`config.mk`:
```
export PLATFORM = sky130hd
export DESIGN_NAME = tcp_stream_demux
export DESIGN_NICKNAME = d
export VERILOG_FILES = /design/src/rtl/tcp_stream_demux_pkg.sv /design/src/rtl/tcp_stream_demux_chan_tracker.sv /design/src/rtl/tcp_stream_demux.sv
export SDC_FILE = /design/constraint.sdc
export NUM_CORES = 2
export LEC_CHECK = 0
export BUFFER_PORTS_ARGS = -buffer_cell sky130_fd_sc_hd__buf_4
export CAP_MARGIN = 15
export CORE_MARGIN = 1.5
export CORE_UTILIZATION = 46
export CTS_CLUSTER_SIZE = 24
export DETAILED_ROUTE_END_ITERATION = 16
export PLACE_DENSITY = 0.64
export SYNTH_ARGS = -nofsm -noshare
export SYNTH_HDL_FRONTEND = slang
export SYNTH_SLANG_ARGS = --single-unit
```
`constraint.sdc`:
```
create_clock -name CLOCK -period 4.66 [get_ports CLOCK]
set_input_delay 0.233 -clock CLOCK [delete_from_list [all_inputs] [get_ports CLOCK]]
set_output_delay 0.233 -clock CLOCK [all_outputs]
set_load 0.1 [all_outputs]
```
`src/rtl/tcp_stream_demux_pkg.sv`:
```
// Shared constants, field offsets and state encodings for the TCP receive demux.
// Optional TCP_STATS_EN adds per-channel byte/drop counters.
package tcp_stream_demux_pkg;

    typedef enum logic [2:0] {
        P_IDLE,
        P_ETH,
        P_IP,
        P_TCP,
        P_PAYLOAD,
        P_DISCARD
    } parse_t;

    typedef enum logic [1:0] {
        CH_CLOSED,
        CH_OPEN,
        CH_FINRX
    } chan_t;

    localparam logic [15:0] ETYPE_IPV4 = 16'h0800;
    localparam logic [7:0]  PROTO_TCP  = 8'd6;

    // Absolute frame offsets
    localparam logic [15:0] OFF_ETYPE_HI = 16'd12;
    localparam logic [15:0] OFF_ETYPE_LO = 16'd13;
    localparam logic [15:0] OFF_IHL      = 16'd14;
    localparam logic [15:0] OFF_TOTLEN   = 16'd16;
    localparam logic [15:0] OFF_PROTO    = 16'd23;
    localparam logic [15:0] OFF_SRC_IP   = 16'd26;
    localparam logic [15:0] ETH_HDR_LEN  = 16'd14;

    // Offsets relative to the TCP header start
    localparam logic [15:0] T_DPORT_HI = 16'd2;
    localparam logic [15:0] T_DPORT_LO = 16'd3;
    localparam logic [15:0] T_SEQ      = 16'd4;
    localparam logic [15:0] T_DOFF     = 16'd12;
    localparam logic [15:0] T_FLAGS    = 16'd13;

    localparam int FLAG_FIN = 0;
    localparam int FLAG_SYN = 1;
    localparam int FLAG_RST = 2;

    // Payload length in 16-bit unsigned; an underflow clamps to zero.
    function automatic logic [15:0] pay_len(
        input logic [15:0] totlen,
        input logic [3:0]  ihl,
        input logic [3:0]  doff
    );
        logic [15:0] hdr;
        hdr = {10'd0, ihl, 2'b00} + {10'd0, doff, 2'b00};
        return (totlen > hdr) ? (totlen - hdr) : 16'd0;
    endfunction

endpackage

```
`src/rtl/tcp_stream_demux_chan_tracker.sv`:
```
// Per-connection state (CLOSED/OPEN/FINRX) and expected sequence number.
// With TCP_STATS_EN it also keeps accepted-byte and dropped-segment counters.
module tcp_chan_tracker
    import tcp_stream_demux_pkg::*;
(
    input  logic        clk,
    input  logic        reset,
    input  logic        hdr_we,
    input  logic        syn,
    input  logic        rst_seg,
    input  logic        fin_now,
    input  logic [31:0] seq,
    input  logic        byte_we,
    input  logic        fin_last,
`ifdef TCP_STATS_EN
    input  logic        drop,
    output logic [31:0] bytes,
    output logic [15:0] drops,
`endif
    output chan_t       state,
    output logic [31:0] exp_seq
);

    always_ff @(posedge clk) begin
        if (reset) begin
            state   <= CH_CLOSED;
            exp_seq <= '0;
        end else if (hdr_we) begin
            if (syn) begin
                state   <= CH_OPEN;
                exp_seq <= seq + 32'd1;
            end else if (rst_seg) begin
                state <= CH_CLOSED;
            end else if (fin_now) begin
                state   <= CH_FINRX;
                exp_seq <= exp_seq + 32'd1;
            end
        end else if (byte_we) begin
            // FIN riding on data consumes one extra sequence number after the last byte
            exp_seq <= exp_seq + (fin_last ? 32'd2 : 32'd1);
            if (fin_last) state <= CH_FINRX;
        end
    end

`ifdef TCP_STATS_EN
    always_ff @(posedge clk) begin
        if (reset) begin
            bytes <= '0;
            drops <= '0;
        end else if (hdr_we && syn) begin
            bytes <= '0;
            drops <= drop ? 16'd1 : 16'd0;
        end else begin
            if (byte_we) bytes <= bytes + 32'd1;
            if (hdr_we && drop && drops != 16'hFFFF) drops <= drops + 16'd1;
        end
    end
`endif

endmodule

```
`src/rtl/tcp_stream_demux.sv`:
```
// Ethernet/IPv4/TCP header parser, channel matcher and in-order payload output.
// Define TCP_STATS_EN to expose statBytes/statDrops.
module tcp_stream_demux
    import tcp_stream_demux_pkg::*;
#(
    parameter int          N_CHAN = 4,
    parameter logic [15:0] PORT   = 16'd80,
    parameter logic [47:0] MAC    = 48'hC471FEC856BF,
    localparam int         CW     = (N_CHAN > 1) ? $clog2(N_CHAN) : 1
) (
    input  logic                  CLOCK,
    input  logic                  RESET,
    input  logic                  dataValid,
    input  logic [7:0]            data,
    input  logic                  newpkt,
    input  logic [N_CHAN-1:0]     cfg_en,
    input  logic [32*N_CHAN-1:0]  cfg_ip,
    input  logic [16*N_CHAN-1:0]  cfg_port,
    output logic                  outDataValid,
    output logic [7:0]            outData,
    output logic [CW-1:0]         outChan,
    output logic                  dropPulse,
`ifdef TCP_STATS_EN
    output logic [32*N_CHAN-1:0]  statBytes,
    output logic [16*N_CHAN-1:0]  statDrops,
`endif
    output logic [N_CHAN-1:0]     chanOpen
);

    parse_t      st_q, st_d, cur;
    logic [15:0] cnt_q, idx, tcp_base, toff, hdr_last, pay, rem_q, totlen_q;
    logic [3:0]  ihl_q, doff_q;
    logic [31:0] sip_q, seq_q, sel_exp;
    logic [15:0] sport_q;
    logic [7:0]  dport_hi_q, mac_b;
    logic        go_q, fin_pend_q, hit, accept;
    logic        hdr_we, byte_we, drop, fin_now, fin_last;
    logic [CW-1:0] hit_ch, ch_q;
    chan_t       sel_st;
    chan_t       ch_st  [N_CHAN];
    logic [31:0] ch_exp [N_CHAN];

    // newpkt restarts the frame at byte 0 from any state
    assign cur      = newpkt ? P_ETH : st_q;
    assign idx      = newpkt ? 16'd0 : cnt_q;
    assign tcp_base = ETH_HDR_LEN + {10'd0, ihl_q, 2'b00};
    assign toff     = idx - tcp_base;
    assign hdr_last = {10'd0, doff_q, 2'b00} - 16'd1;
    assign mac_b    = 8'(MAC >> {3'd5 - idx[2:0], 3'b000});
    assign pay      = pay_len(totlen_q, ihl_q, doff_q);

    // Lowest enabled channel whose tuple matches wins
    always_comb begin
        hit     = 1'b0;
        hit_ch  = '0;
        sel_st  = CH_CLOSED;
        sel_exp = '0;
        for (int k = N_CHAN - 1; k >= 0; k--) begin
            if (cfg_en[k] && cfg_ip[32*k +: 32] == sip_q &&
                cfg_port[16*k +: 16] == sport_q) begin
                hit     = 1'b1;
                hit_ch  = CW'(k);
                sel_st  = ch_st[k];
                sel_exp = ch_exp[k];
            end
        end
    end

    assign accept = hit && !data[FLAG_SYN] && !data[FLAG_RST] &&
                    sel_st == CH_OPEN && seq_q == sel_exp;

    always_comb begin
        st_d     = st_q;
        hdr_we   = 1'b0;
        byte_we  = 1'b0;
        drop     = 1'b0;
        fin_now  = 1'b0;
        fin_last = 1'b0;
        if (dataValid) begin
            st_d = cur;
            unique case (cur)
                P_ETH: begin
                    if (idx < 16'd6 && data != mac_b)
                        st_d = P_DISCARD;
                    else if (idx == OFF_ETYPE_HI && data != ETYPE_IPV4[15:8])
                        st_d = P_DISCARD;
                    else if (idx == OFF_ETYPE_LO)
                        st_d = (data == ETYPE_IPV4[7:0]) ? P_IP : P_DISCARD;
                end
                P_IP: begin
                    if (idx == OFF_IHL && data[3:0] < 4'd5)
                        st_d = P_DISCARD;
                    else if (idx == OFF_PROTO && data != PROTO_TCP)
                        st_d = P_DISCARD;
                    else if (idx == tcp_base - 16'd1)
                        st_d = P_TCP;
                end
                P_TCP: begin
                    if (toff == T_DPORT_LO && {dport_hi_q, data} != PORT) begin
                        st_d = P_DISCARD;
                    end else if (toff == T_FLAGS) begin
                        if (!hit) begin
                            st_d = P_DISCARD;
                        end else begin
                            hdr_we  = 1'b1;
                            drop    = pay != 16'd0 && !accept;
                            fin_now = accept && data[FLAG_FIN] && pay == 16'd0;
                        end
                    end else if (toff > T_FLAGS && toff == hdr_last) begin
                        st_d = go_q ? P_PAYLOAD : P_DISCARD;
                    end
                end
                P_PAYLOAD: begin
                    byte_we = 1'b1;
                    if (rem_q == 16'd1) begin
                        st_d     = P_DISCARD;
                        fin_last = fin_pend_q;
                    end
                end
                default: ;
            endcase
        end
    end

    always_ff @(posedge CLOCK) begin
        if (RESET) begin
            st_q <= P_IDLE;
            cnt_q <= '0;
        end else begin
            st_q <= st_d;
            if (dataValid) cnt_q <= idx + 16'd1;
        end
    end

    always_ff @(posedge CLOCK) begin
        if (RESET) begin
            ihl_q      <= '0;
            doff_q     <= '0;
            totlen_q   <= '0;
            sip_q      <= '0;
            sport_q    <= '0;
            dport_hi_q <= '0;
            seq_q      <= '0;
            go_q       <= 1'b0;
            fin_pend_q <= 1'b0;
            rem_q      <= '0;
            ch_q       <= '0;
        end else if (dataValid) begin
            if (cur == P_IP) begin
                if (idx == OFF_IHL) ihl_q <= data[3:0];
                if (idx == OFF_TOTLEN || idx == OFF_TOTLEN + 16'd1)
                    totlen_q <= {totlen_q[7:0], data};
                if (idx >= OFF_SRC_IP && idx < OFF_SRC_IP + 16'd4)
                    sip_q <= {sip_q[23:0], data};
            end
            if (cur == P_TCP) begin
                if (toff < T_DPORT_HI) sport_q <= {sport_q[7:0], data};
                if (toff == T_DPORT_HI) dport_hi_q <= data;
                if (toff >= T_SEQ && toff < T_SEQ + 16'd4)
                    seq_q <= {seq_q[23:0], data};
                if (toff == T_DOFF) doff_q <= data[7:4];
                if (hdr_we) begin
                    go_q       <= accept && pay != 16'd0;
                    fin_pend_q <= accept && data[FLAG_FIN] && pay != 16'd0;
                    rem_q      <= pay;
                    ch_q       <= hit_ch;
                end
            end
            if (byte_we) rem_q <= rem_q - 16'd1;
        end
    end

    always_ff @(posedge CLOCK) begin
        if (RESET) begin
            outDataValid <= 1'b0;
            outData      <= '0;
            outChan      <= '0;
            dropPulse    <= 1'b0;
        end else begin
            outDataValid <= byte_we;
            dropPulse    <= drop;
            if (byte_we) begin
                outData <= data;
                outChan <= ch_q;
            end
        end
    end

    for (genvar k = 0; k < N_CHAN; k++) begin : g_chan
        tcp_chan_tracker u_trk (
            .clk      (CLOCK),
            .reset    (RESET),
            .hdr_we   (hdr_we && hit_ch == CW'(k)),
            .syn      (data[FLAG_SYN]),
            .rst_seg  (data[FLAG_RST]),
            .fin_now  (fin_now),
            .seq      (seq_q),
            .byte_we  (byte_we && ch_q == CW'(k)),
            .fin_last (fin_last),
`ifdef TCP_STATS_EN
            .drop     (drop),
            .bytes    (statBytes[32*k +: 32]),
            .drops    (statDrops[16*k +: 16]),
`endif
            .state    (ch_st[k]),
            .exp_seq  (ch_exp[k])
        );
        assign chanOpen[k] = (ch_st[k] == CH_OPEN);
    end

endmodule

```
# Word level (Yosys, flattened, before mapping)
# Index checks and enable logic that the tools add are counted.
[totals]
output_inout_bits = 16
inputBits = 208
register_bits = 299
wordCells = 264
[op_classes]
eq_ne = 53
mux = 84
bitwise_logic = 4
n_reduce_logical = 70
add_sub_neg = 18
n_shift = 1
magnitude_cmp = 9
[ops]
columns = ["cell", "count"]
rows = [
  ["32-bit two-way mux", 24],
  ["32-bit by 1-bit adder with 32-bit output, second input constant", 5],
  ["32-bit equality test", 5],
  ["32-bit adder", 3],
  ["16-bit equality test", 6],
  ["16-bit by 4-bit equality test with 1-bit output, second input constant", 5],
  ["16-bit two-way mux", 5],
  ["3-bit AND reduction", 17],
  ["16-bit by 5-bit equality test with 1-bit output, second input constant", 3],
  ["48-bit by 6-bit >> shifter with 8-bit output, first input constant", 1],
  ["2-bit two-way mux", 21],
  ["3-bit two-way mux", 13],
  ["1-bit logical AND", 33],
  ["32-bit by 2-bit adder with 32-bit output", 1],
  ["16-bit by 2-bit equality test with 1-bit output, second input constant", 2],
  ["16-bit by 7-bit subtractor with 16-bit output", 2],
  ["3-bit != test, second input constant", 8],
  ["1-bit two-way mux", 20],
  ["2-bit nonzero test", 10],
  ["16-bit by 1-bit adder with 16-bit output, second input constant", 1],
  ["16-bit by 1-bit equality test with 1-bit output, second input constant", 1],
  ["16-bit by 3-bit >= comparator with 1-bit output, second input constant", 1],
  ["16-bit by 5-bit >= comparator with 1-bit output, second input constant", 1],
  ["16-bit by 4-bit > comparator with 1-bit output, second input constant", 1],
  ["other kinds (31)", 50],
]

# Depth between registers and ports, before layout
[depth]
ltp_word = 22
mapped_depth = 22
depth_no_buf = 21

# Modules after synthesis
# A second synthesis with hierarchy kept.
[hier_totals]
cells_unflattened = 3821
hier_area_um2 = 28761.3
[modules_own_cells]
columns = ["mod", "area_each_um2", "instances", "cells_each"]
rows = [
  ["tcp_stream_demux", 14476.4, 1, 1903],
  ["tcp_chan_tracker (g_chan[0].u_trk ...)", 3578.4, 3, 481],
  ["tcp_chan_tracker (g_chan[3].u_trk)", 3549.7, 1, 475],
]

# Worst setup path after synthesis
# Ideal clock, no wire load.
[synth_timing]
kind = "reg2reg"
startpoint = "register ihl_q[0]"
endpoint = "register g_chan[0].u_trk.exp_seq[3]"
stages_incl_launch_ff = 18
arrival_time_ns = 5.023
required_time_ns = 4.528
n_path_buf = 1
setup_time_ns = 0.132
slack_ns = -0.495
path_cell_list = "dfxtp_1 ha_1 inv_1 fa_1 fa_1 a211oi_1 o21ai_0 a2111oi_0 nor2_1 nor3_1 nand2_1 or4b_4 nor4_4 nor2_4 o21ai_4 buf_6 a21boi_1 o32ai_1"
[synth_between]
elab_chain_len = 12
word_cells_on_any_way = 26
cone_classes = "add/sub (4); order compare (1); eq/ne (4); mux (11); reduce/logical (6)"
[synth_lines]
columns = ["item", "line", "source"]
rows = [
  ["from (decl)", "tcp_stream_demux.sv:32", "logic [3:0] ihl_q, doff_q;"],
  ["from (signal assigned)", "tcp_stream_demux.sv:150", "if (idx == OFF_IHL) ihl_q <= data[3:0];"],
  ["6-bit by 6-bit adder with 7-bit output", "tcp_stream_demux_pkg.sv:50", "hdr = {10'd0, ihl, 2'b00} + {10'd0, doff, 2'b00};"],
  ["16-bit by 7-bit subtractor with 16-bit output / 16-bit by 7-bit > comparator with 1-bit output (equally long branches)", "tcp_stream_demux_pkg.sv:51", "return (totlen > hdr) ? (totlen - hdr) : 16'd0;"],
  ["16-bit two-way mux", "tcp_stream_demux_pkg.sv:51", ""],
  ["16-bit logical NOT", "tcp_stream_demux.sv:107", "fin_now = accept && data[FLAG_FIN] && pay == 16'd0;"],
  ["1-bit logical AND", "tcp_stream_demux.sv:107", ""],
  ["1-bit two-way mux", "tcp_stream_demux.sv:102", "if (!hit) begin"],
  ["1-bit two-way mux", "tcp_stream_demux.sv:101", "end else if (toff == T_FLAGS) begin"],
  ["1-bit two-way mux", "tcp_stream_demux.sv:99", "if (toff == T_DPORT_LO && {dport_hi_q, data} != PORT) begin"],
  ["1-bit two-way mux", "tcp_stream_demux.sv:81", "unique case (cur)"],
  ["1-bit two-way mux", "tcp_stream_demux.sv:79", "if (dataValid) begin"],
  ["3-bit != test (no source line)", "n/a", ""],
  ["3-bit AND reduction (no source line)", "n/a", ""],
  ["to (signal assigned)", "tcp_stream_demux_chan_tracker.sv:31", "exp_seq <= seq + 32'd1;"],
  ["to (signal assigned)", "tcp_stream_demux_chan_tracker.sv:36", "exp_seq <= exp_seq + 32'd1;"],
  ["to (signal assigned)", "tcp_stream_demux_chan_tracker.sv:40", "exp_seq <= exp_seq + (fin_last ? 32'd2 : 32'd1);"],
  ["to (decl)", "tcp_stream_demux_chan_tracker.sv:21", "output logic [31:0] exp_seq"],
]
# Parallel ways exist; a longest one is shown, timed or not.
# A chain may end at the register's enable or synchronous reset.

# Worst setup path after layout
[layout_timing]
startpoint = "register sip_q[0]"
endpoint = "register g_chan[0].u_trk.exp_seq[30]"
[layout_between]
elab_chain_len = 20
word_cells_on_any_way = 53
cone_classes = "eq/ne (8); mux (27); reduce/logical (18)"
[layout_lines]
columns = ["item", "line", "source"]
rows = [
  ["from (decl)", "tcp_stream_demux.sv:33", "logic [31:0] sip_q, seq_q, sel_exp;"],
  ["from (signal assigned)", "tcp_stream_demux.sv:154", "sip_q <= {sip_q[23:0], data};"],
  ["branches (longest 20 deep; another with 32-bit equality test)", "n/a", ""],
]
# Several ways; the timed one is not identified.

==> metrics <==
Hold Slack=between 0.02 and 0.025 ns; die height=~240 µm; Min-Delay Startpoint=data[4]; Initial Util=0.4655; # rows=slightly below 90; Vias per Instance=6.609; CP max stage delay=0.55 ns; Mapped Cells=3839; multi-input logic area=20930 µm²; post-synthesis net count=a little over 4000; CP delay by family, top=simple AND/OR/NAND/NOR gates; critical path depth=21; total track usage=0.5011; Slew HR=0.1337; top cell type by total area after synthesis=dfxtp_1; Max Cap Viol=0; most common cell after layout, fill and taps aside=buf_4; fin crit share=1.057; routed via count=35170; Design Power=~0.0066 W; Final min period=4.925 ns; Hold Crit Depth=3; final hold viol count=0; Fmax=0.2031 GHz; final instance area=37510 µm²; hold endpoint=outData[4]$_SDFFE_PP0P_; Die ar.=59960 µm²; clock skew=0.03701 ns; post-synthesis instance area=26910 µm²; total CTS buffers=41; largest net degree at the start of global routing=75; Die W=about 240 µm; Post-synth EDFFs=0; Slowest-stage cell, CP=or4_4; core area=57810 µm²; critical path type=reg -> reg; Worst Path Required=5.13 ns; Seq/Total Area, Yosys=0.2224; H-tree levels=2; Post-Syn Area per Cell=7.009 µm²; Async SR Flop Fraction=0; clk slew on worst S/H paths=0.06 ns; Leak=13.87 nW; Arr. time, crit path=5.40 ns; CTS tree=yes; Root Buffer=clkbuf_16; failing checks=setup timing; worst-margin pin slew=about 1.3 ns; Setup-failing EPs final=between 100 and 150; fin nets=4753; Warnings, synthesis=0; global-route wire length before repair=221.4 mm; fill count=5087; ys flop type=dfxtp_1; number of DRC markers in iteration 0=~4700; Skew-Pair Late Insertion Delay=0.62 ns; Setup WS post-layout=-0.2648 ns; Initial DRT Pass Iterations=8; routed wire length=156.7 mm; crit path cell chain=buf_6 > xnor2_2 > nand4b_1 > nor4_2 > buf_4 > and3_1 > buf_4 > nand2_1 > buf_4 > a311o_1 > a21oi_2 > o221ai_1 > or4_4 > nor4_4 > nor2_4 > buf_12 > o21ai_4 > buf_6 > buf_16 > a21o_1 > a21oi_2; drt wl/cell=29.45 µm; Clock Sinks=299; worst reg2reg path endpoint=g_chan[0].u_trk.exp_seq[30]$_SDFFE_PP0P_; flop2flop setup slack=-0.26 ns; Synth top area share=0.2224; Reg2Reg Launch Point=sip_q[0]$_SDFFE_PP0P_; Reg area=6030 µm²; R2R depth=21; RSZ-0062 raised after global routing=yes; Longest Clk Path Bufs=3; largest cells by area after synthesis=dfxtp_1 (22%), xnor2_1 (8.4%), nor2_1 (6.6%); port buffer count=around 220; register bit total from synthesis=299; Buf+Inv Stages, Crit Path=7; status=finished with violations; Max Slew Vio Count=0; critical path peak fanout=6; Unique masters post-synth=96; PD cells=~180 nW/µm²; final setup TNS=-20.34 ns; layout cells sized above 1=0.2994; ANT nets after route=0; crit start category=flip-flop; Max VDD drop=249.9 µV; Hold Path Class=in -> reg; global placement routability congestion=1.189; Final HPWL DP=roughly 120 mm; Placed Instance Area=33410 µm²; I/O Pins=224; area growth from synthesis to layout=39.41%; initial antenna violation count=32; commonest cells after routing, fill and taps aside=buf_4 (837), nor2_1 (459), nand2_1 (342); number of global-route vias before repair=32540; Residual DRC=0; CP Capture Type=flip-flop; grt ovf=0; Worst path most repeated cell=buf_4
-- cell usage after synthesis (14+ instances only) --
cell	n
or3_1	42
nand2_1	356
and4_1	22
or2_2	22
mux2i_1	117
xor2_1	110
o211ai_1	49
nor2_1	476
nor4_1	87
a21boi_0	20
or4_1	27
o22ai_1	31
o21ai_0	252
ha_1	42
nor2b_1	18
dfxtp_1	299
nor3_1	130
and3_1	40
nand4_1	134
clkbuf_1	262
o2111ai_1	14
buf_2	41
o31ai_1	22
inv_1	131
nand3_1	165
and2_1	14
a211oi_1	28
nand2b_1	71
a31oi_1	27
xnor2_1	258
a22oi_1	14
a21oi_1	205
a221oi_1	25
-- stage by stage --
stage               setup slack, ns  utilization  std cells
detailed placement          -0.6431       0.5779       5147
finish                      -0.2648       0.6490       5321
CTS                         -0.1884       0.6284       5277
floorplan                   0.02093            -       3839
global route                -0.4145       0.6481       5300
global placement            -0.5846       0.5779       5147
-- registers in the layout, indices dropped and copies added, names as in the netlist, 16 cells and up --
| signal | cells |
|---|---|
| sport_q | 16 |
| seq_q | 32 |
| totlen_q | 16 |
| sip_q | 32 |
| g_chan.u_trk.exp_seq | 128 |
| cnt_q | 16 |
| rem_q | 16 |
-- how the worst max path moves through the flow --
stage / slack (ns) / start / to
3_3_place_gp: -0.58 / sip_q[4]$_SDFFE_PP0P_ / g_chan[0].u_trk.exp_seq[11]$_SDFFE_PP0P_
2_1_floorplan: 0.02 / ihl_q[0]$_SDFFE_PP0P_ / g_chan[0].u_trk.exp_seq[3]$_SDFFE_PP0P_
3_5_place_dp: -0.64 / sip_q[4]$_SDFFE_PP0P_ / g_chan[1].u_trk.exp_seq[12]$_SDFFE_PP0P_
6_report: -0.26 / sip_q[0]$_SDFFE_PP0P_ / g_chan[0].u_trk.exp_seq[30]$_SDFFE_PP0P_
4_1_cts: -0.19 / ihl_q[0]$_SDFFE_PP0P_ / g_chan[3].u_trk.exp_seq[11]$_SDFFE_PP0P_
5_1_grt: -0.41 / ihl_q[0]$_SDFFE_PP0P_ / g_chan[3].u_trk.exp_seq[11]$_SDFFE_PP0P_
-- cells by family after synthesis --
logic type               synth area share
buffers and inverters             0.06789
adder cells (fa/ha/maj)           0.02474
multiplexers                      0.04478
AO/OA/AOI/OAI                      0.2138
flip-flops                         0.2224
XOR/XNOR                           0.1198
AND/OR/NAND/NOR                    0.3066
-- tightest hold or removal path: cells and delay by family --
family,cells,cell delay (ns)
AND/OR/NAND/NOR,1,0.08
buffers and inverters,1,0.19
AO/OA/AOI/OAI,1,0.06
-- repair_timing --
action | in CTS | in global routing
setup endpoints to repair | 136 | 136
buffers inserted | 48 | 24
gates resized for setup | 300 | 220
pin swaps | 83 | 78
gates cloned | 4 | 0
endpoints found under the hold margin | 3 | 0
hold buffers | 3 | 0
-- report_power, final --
group / switching, W / internal (W)
sequential: 0.0000193 / 0.00256
combinational: 0.000414 / 0.000320
clock: 0.00144 / 0.00180
total: 0.00188 / 0.00469
-- routing by layer --
layer  up-vias  global-route usage  wire length (µm)
met4         6              0.3540             13520
met3       788              0.1728             22140
li1      15150                   -                 -
met5         -                   0                34
met1     16290              0.6101             56960
met2      2933              0.7351             64050
-- cell type report --
type / count / share of cell area
well taps: 765 / 0.02552
clock buffers: 57 / 0.03082
diodes: 27 / 0.001801
repair buffers: 937 / 0.2054
flip-flops and latches: 299 / 0.1607
clock inverters: 19 / 0.004403
inverters: 134 / 0.01347
multi-input cells: 3083 / 0.5579
(Power assumes the default switching activity.)
